**src/rtl/arb_req_agent_if.sv**
```systemverilog
// rtl/arb_req_agent_if.sv - client/arbiter signal bundle for arb_req_agent
//
// Purpose: groups the push/full/pending client side and the request/grant
// arbiter side of one arb_req_agent instance into a single port.
//
// Signals:
//   push      [2:0]        client i enqueues one transaction this cycle
//   full      [2:0]        client i pending count is at DEPTH
//   pend      [3*CNT_W-1:0] packed pending counts, client i at [i*CNT_W +: CNT_W]
//   request   [2:0]        per-client request toward the arbiter
//   grant     [2:0]        encoded grant from the arbiter (0 none, 1..3 client, 1xx illegal)
//   done      [2:0]        one-cycle completion pulse per accepted grant
//   grant_err              sticky protocol-error flag
//
// Modports:
//   master - the clients/arbiter side that drives push and grant
//   slave  - the agent itself
interface arb_req_agent_if #(
  parameter int CNT_W = 3
);

  logic [2:0]         push;
  logic [2:0]         full;
  logic [3*CNT_W-1:0] pend;
  logic [2:0]         request;
  logic [2:0]         grant;
  logic [2:0]         done;
  logic               grant_err;

  modport master (
    output push,
    output grant,
    input  full,
    input  pend,
    input  request,
    input  done,
    input  grant_err
  );

  modport slave (
    input  push,
    input  grant,
    output full,
    output pend,
    output request,
    output done,
    output grant_err
  );

endinterface

```
**src/rtl/arb_req_agent.sv**
```systemverilog
// rtl/arb_req_agent.sv - requester-side agent for a 3-way encoded-grant arbiter
//
// Purpose: keeps a pending-transaction count per client (three clients),
// raises request[i] while client i has work, decodes the arbiter's encoded
// grant into one-hot registered done pulses and flags illegal grants.
//
// Parameters:
//   DEPTH  maximum pending transactions per client (1..7)
//   CNT_W  width of each pending counter, 2**CNT_W > DEPTH
//
// Ports:
//   clk   rising-edge clock
//   rst   synchronous active-high reset
//   bus   arb_req_agent_if.slave (push, full, pend, request, grant, done, grant_err)
//
// Build option:
//   ARB_REQ_GAP_EN  when defined, every accepted grant sends the client through
//                   a one-cycle GAP state so request drops for exactly one
//                   cycle per transaction. When undefined, request stays high
//                   while the count is non-zero.
module arb_req_agent #(
  parameter int DEPTH = 4,
  parameter int CNT_W = 3
) (
  input  logic              clk,
  input  logic              rst,
  arb_req_agent_if.slave    bus
);

  typedef enum logic [1:0] {
    IDLE = 2'd0,
    REQ  = 2'd1,
    GAP  = 2'd2
  } state_t;

  localparam logic [CNT_W-1:0] DEPTH_C = CNT_W'(DEPTH);

  // Grant decode shared by all clients.
  logic [2:0]         grant_sel;    // one-hot client addressed by a legal encoding
  logic               grant_illegal;
  logic [2:0]         in_req;       // client FSM currently in REQ
  logic [2:0]         valid_grant;  // grant addressed to a client that is in REQ
  logic               grant_bad;

  // Per-client outputs gathered before driving the interface.
  logic [2:0]         request_w;
  logic [2:0]         full_w;
  logic [3*CNT_W-1:0] pend_w;

  logic [2:0]         done_q;
  logic               grant_err_q;

  always_comb begin
    grant_sel     = 3'b000;
    grant_illegal = bus.grant[2];
    if (!bus.grant[2]) begin
      case (bus.grant[1:0])
        2'd1:    grant_sel = 3'b001;
        2'd2:    grant_sel = 3'b010;
        2'd3:    grant_sel = 3'b100;
        default: grant_sel = 3'b000;
      endcase
    end
  end

  // A grant to a client outside REQ is an error and must not touch that
  // client's count, state or done; masking with in_req gives exactly that.
  assign valid_grant = grant_sel & in_req;
  assign grant_bad   = grant_illegal | (|(grant_sel & ~in_req));

  for (genvar i = 0; i < 3; i++) begin : g_client
    state_t           state_q;
    state_t           state_d;
    logic [CNT_W-1:0] cnt_q;
    logic [CNT_W-1:0] cnt_d;
    logic             push_ok;

    // Acceptance looks only at the pre-edge count, so a push while full is
    // dropped even when a grant frees a slot on the same edge.
    assign push_ok = bus.push[i] && (cnt_q < DEPTH_C);

    // REQ implies cnt_q >= 1, so the subtraction cannot wrap.
    assign cnt_d = cnt_q + CNT_W'(push_ok) - CNT_W'(valid_grant[i]);

    always_comb begin
      state_d = state_q;
      case (state_q)
        IDLE: begin
          if (push_ok) begin
            state_d = REQ;
          end
        end
        REQ: begin
          if (valid_grant[i]) begin
`ifdef ARB_REQ_GAP_EN
            state_d = GAP;
`else
            state_d = (cnt_d != '0) ? REQ : IDLE;
`endif
          end
        end
        GAP: begin
          state_d = (cnt_d != '0) ? REQ : IDLE;
        end
        default: begin
          state_d = IDLE;
        end
      endcase
    end

    always_ff @(posedge clk) begin
      if (rst) begin
        state_q <= IDLE;
        cnt_q   <= '0;
      end else begin
        state_q <= state_d;
        cnt_q   <= cnt_d;
      end
    end

    assign in_req[i]                  = (state_q == REQ);
    assign request_w[i]               = (state_q == REQ);
    assign full_w[i]                  = (cnt_q == DEPTH_C);
    assign pend_w[i*CNT_W +: CNT_W]   = cnt_q;
  end

  always_ff @(posedge clk) begin
    if (rst) begin
      done_q      <= 3'b000;
      grant_err_q <= 1'b0;
    end else begin
      done_q <= valid_grant;
      if (grant_bad) begin
        grant_err_q <= 1'b1;
      end
    end
  end

  assign bus.request   = request_w;
  assign bus.full      = full_w;
  assign bus.pend      = pend_w;
  assign bus.done      = done_q;
  assign bus.grant_err = grant_err_q;

endmodule

```
**src/flat_wrapper.sv**
```systemverilog
// flat-port wrapper written by rule: the top's interface ports become plain ports
module arb_req_agent_flat 
#(
  parameter int DEPTH = 4,
  parameter int CNT_W = 3
)
  (clk, rst, bus_push, bus_grant, bus_full, bus_pend, bus_request, bus_done, bus_grant_err);
  arb_req_agent_if #(.CNT_W(CNT_W)) bus_i ();
  input  logic clk;
  input  logic rst;
  input wire logic [$bits(bus_i.push)-1:0] bus_push;
  input wire logic [$bits(bus_i.grant)-1:0] bus_grant;
  output wire logic [$bits(bus_i.full)-1:0] bus_full;
  output wire logic [$bits(bus_i.pend)-1:0] bus_pend;
  output wire logic [$bits(bus_i.request)-1:0] bus_request;
  output wire logic [$bits(bus_i.done)-1:0] bus_done;
  output wire logic [$bits(bus_i.grant_err)-1:0] bus_grant_err;
  assign bus_i.push = bus_push;
  assign bus_i.grant = bus_grant;
  assign bus_full = bus_i.full;
  assign bus_pend = bus_i.pend;
  assign bus_request = bus_i.request;
  assign bus_done = bus_i.done;
  assign bus_grant_err = bus_i.grant_err;
  arb_req_agent #(.DEPTH(DEPTH), .CNT_W(CNT_W)) u_core (.clk(clk), .rst(rst), .bus(bus_i));
endmodule
```
**config.mk**
```make
export PLATFORM = sky130hd
export DESIGN_NAME = arb_req_agent_flat
export DESIGN_NICKNAME = d
export VERILOG_FILES = /design/src/rtl/arb_req_agent_if.sv /design/src/rtl/arb_req_agent.sv /design/src/flat_wrapper.sv
export SDC_FILE = /design/constraint.sdc
export NUM_CORES = 1
export LEC_CHECK = 0
export CORE_MARGIN = 1.5
export CORE_UTILIZATION = 50
export CTS_BUF_LIST = sky130_fd_sc_hd__clkbuf_16
export CTS_CLUSTER_SIZE = 12
export DETAILED_ROUTE_END_ITERATION = 16
export DONT_BUFFER_PORTS = 1
export PLACE_DENSITY = 0.72
export SETUP_SLACK_MARGIN = 0.15
export SLEW_MARGIN = 5
export SYNTH_ARGS = -nofsm -noshare
export SYNTH_HDL_FRONTEND = slang
export SYNTH_SLANG_ARGS = --single-unit
```
**constraint.sdc**
```tcl
create_clock -name clk -period 3.1 [get_ports clk]
set_input_delay 0.465 -clock clk [delete_from_list [all_inputs] [get_ports clk]]
set_output_delay 0.465 -clock clk [all_outputs]
set_load 0.01 [all_outputs]
```
* After elaboration in Yosys (flattened, before gate mapping)
Index checks and enable logic that the tools add are counted.
** Storage, ports and cells
- Memories kept :: 0
- ROM bits :: 0
- Bits in latches :: 0
- RAM bits :: 0
- Flip-flop bits (word level) :: 19
- Output and inout bits :: 19
** Operators by class
- Muxes and demuxes :: 14
- Equality and inequality tests :: 18
- Shift-type cells :: 0
- Div/mod/pow operators :: 0
- $lt $le $gt $ge :: 3
- Reduce and logical (&&, ||, !) cells :: 13
- $mul :: 0
- Add/sub/neg operators :: 6
- Bitwise gates (word level) :: 4
** Operator list (count)
- case mux 2 bit (3 select lines) :: 3
- two-way mux 2 bit :: 6
- equality test 2 bit, second input constant :: 5
- adder 3 x 1 -> 3 bit :: 3
- equality test 3 bit, second input constant :: 3
- < comparator 3 bit, second input constant :: 3
- case mux 3 bit (3 select lines) :: 1
- nonzero test 3 bit :: 3
- subtractor 3 x 1 -> 3 bit :: 3
- equality test 2 x 1 -> 1 bit, second input constant :: 4
- AND 3 bit :: 2
- zero test 2 bit :: 3
- inequality test 2 x 1 -> 1 bit, second input constant :: 3
- inequality test 2 bit, second input constant :: 3
- AND reduction 2 bit :: 3
- logical AND 1 bit :: 3
- two-way mux 1 bit :: 3
- two-way mux 3 bit :: 1
- inverter 3 bit :: 1
- OR reduction 3 bit :: 1
- bitwise OR 1 bit :: 1

* Depth between registers and ports, before layout
- Depth in word-level cells :: 9
- Mapped depth :: 9
- Gate-level depth less buffers :: 9

* Worst setup path after synthesis
Ideal clock, no wire load.
- Kind :: input port to flip-flop
- Start :: input bus_grant[0]
- End :: register u_core.g_client[0].state_q[0]
- Path buffers :: 0
- Slack :: 0.873 ns
- Setup time :: 0.088 ns
- Data arrival time :: 2.139 ns
- Stages on the path :: 9
- Data required time :: 3.012 ns
- Cells stage by stage :: nor2b_1 > and3b_1 > ha_1 > inv_1 > ha_1 > fa_1 > xnor2_1 > xnor2_1 > a311oi_2
** Between the ends
- Longest elaborated chain between the ends :: 9
- Elaborated cells between the ends (all ways) :: 13
- Classes of those cells :: 1 x add/sub; 4 x eq/ne; 5 x mux; 1 x bitwise; 2 x reduce/logical
** Ends and longest elaborated chain
- start, declared :: RTL line flat_wrapper.sv:12 : input wire logic [$bits(bus_i.grant)-1:0] bus_grant;
- equality test 2 bit / equality test 2 x 1 -> 1 bit (equally long branches) :: RTL line arb_req_agent.sv:57 : case (bus.grant[1:0])
- case mux 3 bit (3 select lines) (*) :: RTL line arb_req_agent.sv:57
- two-way mux 3 bit (*) :: RTL line arb_req_agent.sv:56 : if (!bus.grant[2]) begin
- AND 3 bit (*) :: RTL line arb_req_agent.sv:68 : assign valid_grant = grant_sel & in_req;
- named net u_core.valid_grant[0] :: RTL line arb_req_agent.sv:42 : logic [2:0] valid_grant;
- subtractor 3 x 1 -> 3 bit :: RTL line arb_req_agent.sv:83 : assign cnt_d = cnt_q + CNT_W'(push_ok) - CNT_W'(valid_grant[i]);
- nonzero test 3 bit :: RTL line arb_req_agent.sv:98, arb_req_agent.sv:103
- two-way mux 1 bit :: RTL line arb_req_agent.sv:98, arb_req_agent.sv:103
- two-way mux 2 bit :: RTL line arb_req_agent.sv:94 : if (valid_grant[i]) begin
- case mux 2 bit (3 select lines) :: RTL line arb_req_agent.sv:87 : case (state_q)
- end signal, assigned :: RTL line arb_req_agent.sv:116 : state_q <= state_d;
- end, declared :: RTL line arb_req_agent.sv:72 : state_t state_q;
The timed path passes the listed nets; every way through them passes the cells marked *. The select of a mux whose other input is x is not followed.
A chain may end at the register's enable or synchronous reset.

* Worst setup path in the final report
- Start :: register u_core.g_client[1].state_q[0]
- End :: register u_core.g_client[1].state_q[0]
** Between the ends
- Longest elaborated chain between the ends :: 7
- Elaborated cells between the ends (all ways) :: 12
- Classes of those cells :: 1 x add/sub; 4 x eq/ne; 3 x mux; 1 x bitwise; 3 x reduce/logical
** Ends and longest elaborated chain
- start, declared :: RTL line arb_req_agent.sv:72
- start signal, assigned :: RTL line arb_req_agent.sv:116
- equality test 2 x 1 -> 1 bit (*) :: RTL line arb_req_agent.sv:121 : assign in_req[i] = (state_q == REQ);
- AND 3 bit (*) :: RTL line arb_req_agent.sv:68
- named net u_core.valid_grant[1] :: RTL line arb_req_agent.sv:42
- subtractor 3 x 1 -> 3 bit :: RTL line arb_req_agent.sv:83
- nonzero test 3 bit :: RTL line arb_req_agent.sv:98, arb_req_agent.sv:103
- two-way mux 1 bit :: RTL line arb_req_agent.sv:98, arb_req_agent.sv:103
- two-way mux 2 bit :: RTL line arb_req_agent.sv:94
- case mux 2 bit (3 select lines) :: RTL line arb_req_agent.sv:87
Marks and branches as above.

==> out/results.txt <==
Layout area overhead - 12.1%
CTS Root Cell - clkbuf_16
sequential element share of the synthesized area - 40.8%
synthesized area per cell - 9.82 um^2
I/O pins - 27
Achievable Freq - 455 MHz
Worst-path clk slew - 0.05 ns
post-DP HPWL - 998 um
Total GRT Usage - 17.1%
Slowest-stage cell, CP - fa_1
clk buf depth - 2
n_diodes - 0
worst skew pair latency - 0.25 ns
Worst Tran Pin Value - 0.231 ns
largest family of logic cells by synthesized area - simple AND/OR/NAND/NOR gates
CP Data Required Time - 3.25 ns
Worst Setup Path Type - reg -> reg
Slew Viols, Final - 0
CTS tree - done
setup slack after layout - 0.904 ns
hold buffers post-CTS - 0
Pre-Repair DR Iteration Count - 3
via count - 535
Congestion Overflow GR - 0
share of layout cells above drive strength 1 - 6.02%
Hold WS - 0.283 ns
Die Ht - 42.6 um
complex-gate fraction of the synthesized area - 5.41%
fin nets - 101
wire length per cell - 13.1 um
relative slew slack - 84.5%
Crit path max-delay family - adder cells
Multi-input gate area - 417 um^2
Starting Density - 52.8%
crit-path max cell delay - 0.38 ns
area occupied by registers - 320 um^2
vias per cell - 5.40
Util after Layout - 59.2%
worst-path fanout max - 4
skew final - 0.00120 ns
synthesized net count - 97
total power - 0.858 mW
synthesis-stage register bit count - 16
DRC Markers - 0
pre-CTS setup slack - 0.766 ns
Iter 0 DRT Violations - 2
XOR/XNOR Fraction of Synth Area - 6.69%
CP Launch Type - flop
die area - 1820 um^2
number of synthesis warnings - 0
pin count of the biggest net entering global routing - 17
Static Leak - 0.384 nW
Worst setup EP type - flop
first-pass GRT wire length - 2190 um
fin crit share - 70.8%
Peak VDD IR - 432 uV
CTS HTree Levels - 1
# resized after CTS - 0
initial antenna violation count - 0
final setup TNS - 0 ns
# Post-CTS Setup Buffers - 0
total of max-cap violations - 0
Yosys top cell by area - dfxtp_1
antenna-violating nets left - 0
most common cell after layout, fill and taps aside - dfxtp_1
Post-Syn Instances - 80
Mapped Area - 786 um^2
Filler Cells Inserted - 132
endpoints failing hold - 0
GPL Wtd Cong - 0.715
most frequent cells in the layout - 16 x dfxtp_1, 13 x nor2b_1, 12 x inv_1, 8 x nor2_1
TritonCTS buffer count - 3
CP bufs+invs - 1
Hold Crit Class - in -> reg
port bufs - 0
RSZ-0062 raised after global routing - no
vias in the first global route - 544
top post-synthesis cells by area - dfxtp_1 41%, nor2b_1 10%, ha_1 9.6%, fa_1 7.6%, xnor2_1 6.7%
setup violators final - 0
critical path, cell by cell - and4bb_2 > ha_1 > inv_1 > ha_1 > fa_1 > xnor2_1 > xnor2_1 > a311oi_1
Final min period - 2.20 ns
Cell Rows - 14
Post-Synth Adder-Cell Area - 17.2%
Yosys top cell area share - 40.8%
Sink Count - 16
post-synthesis mux area share - 0%
pwr dens - 974 nW/um^2
status - finished clean
Post-Route WL - 1300 um
Unique masters post-synth - 19
critical path arrival - 2.34 ns
Synth Area in Simple Gates - 23.7%
Die Span X - 42.6 um
Core Area - 1490 um^2
Yosys cell counts:
cell / instances
inv_1: 12
and3b_1: 1
a21oi_1: 1
and4bb_2: 1
a311oi_1: 1
nor2b_1: 13
a311oi_2: 1
ha_1: 6
nor2_1: 8
nor3b_1: 2
a31oi_1: 1
nand3b_1: 1
fa_1: 3
dfxtp_1: 16
nor4_1: 1
and3_1: 4
clkbuf_1: 1
xnor2_1: 6
o21bai_1: 1
per-layer routing:
layer	track usage, %	up-vias	part of all wire, %
met5	0	-	0
met4	11.3	0	2.9
met3	9.05	5	8.6
met2	25.5	21	47
met1	18.8	247	41
li1	-	262	-
power breakdown:
group | total (mW) | internal (mW) | switching, mW
Clock | 0.249 | 0.171 | 0.0781
Sequential | 0.340 | 0.262 | 0.0782
Combinational | 0.268 | 0.130 | 0.138
Total | 0.858 | 0.563 | 0.294
flip-flops by register name, summed over array words and instances, names as in the netlist:
| register | count |
|---|---|
| u_core.g_client.cnt_q | 9 |
| u_core.bus.done | 3 |
| u_core.g_client.state_q | 3 |
| u_core.bus.grant_err | 1 |
layout make-up:
type / instances / area share [%]
Multi-Input combinational cell: 51 / 47.3
Clock inverter: 1 / 0.426
Clock buffer: 3 / 8.52
Inverter: 12 / 5.11
Tap cell: 16 / 2.27
Sequential cell: 16 / 36.4
final timing paths:
check / start / cells after the start / slack [ns] / to
worst max-delay path: u_core.g_client[1].state_q[0]$_SDFFE_PP0P_ / 8 / 0.90 / u_core.g_client[1].state_q[0]$_SDFFE_PP0P_
worst min-delay path: rst / 1 / 0.28 / u_core.g_client[0].state_q[0]$_SDFFE_PP0P_
worst max register to register: u_core.g_client[1].state_q[0]$_SDFFE_PP0P_ / 8 / 0.90 / u_core.g_client[1].state_q[0]$_SDFFE_PP0P_
worst min register to register: u_core.g_client[1].state_q[0]$_SDFFE_PP0P_ / 2 / 0.58 / u_core.g_client[1].state_q[0]$_SDFFE_PP0P_
through the flow:
step	instances	cell area, um^2
after floorplan	80	786
after global placement	95	802
after detailed placement	95	802
after CTS	99	881
after global routing	99	881
final	99	881
logic make-up (layout without fill, tap and decap cells):
logic type / after synthesis / after routing
AND/OR/NAND/NOR: 31 / 31
flip-flops: 16 / 16
buffers and inverters: 13 / 16
adder cells (fa/ha/maj): 9 / 9
XOR/XNOR: 6 / 6
AO/OA/AOI/OAI: 5 / 5
Power figures use the tool's default switching activity.
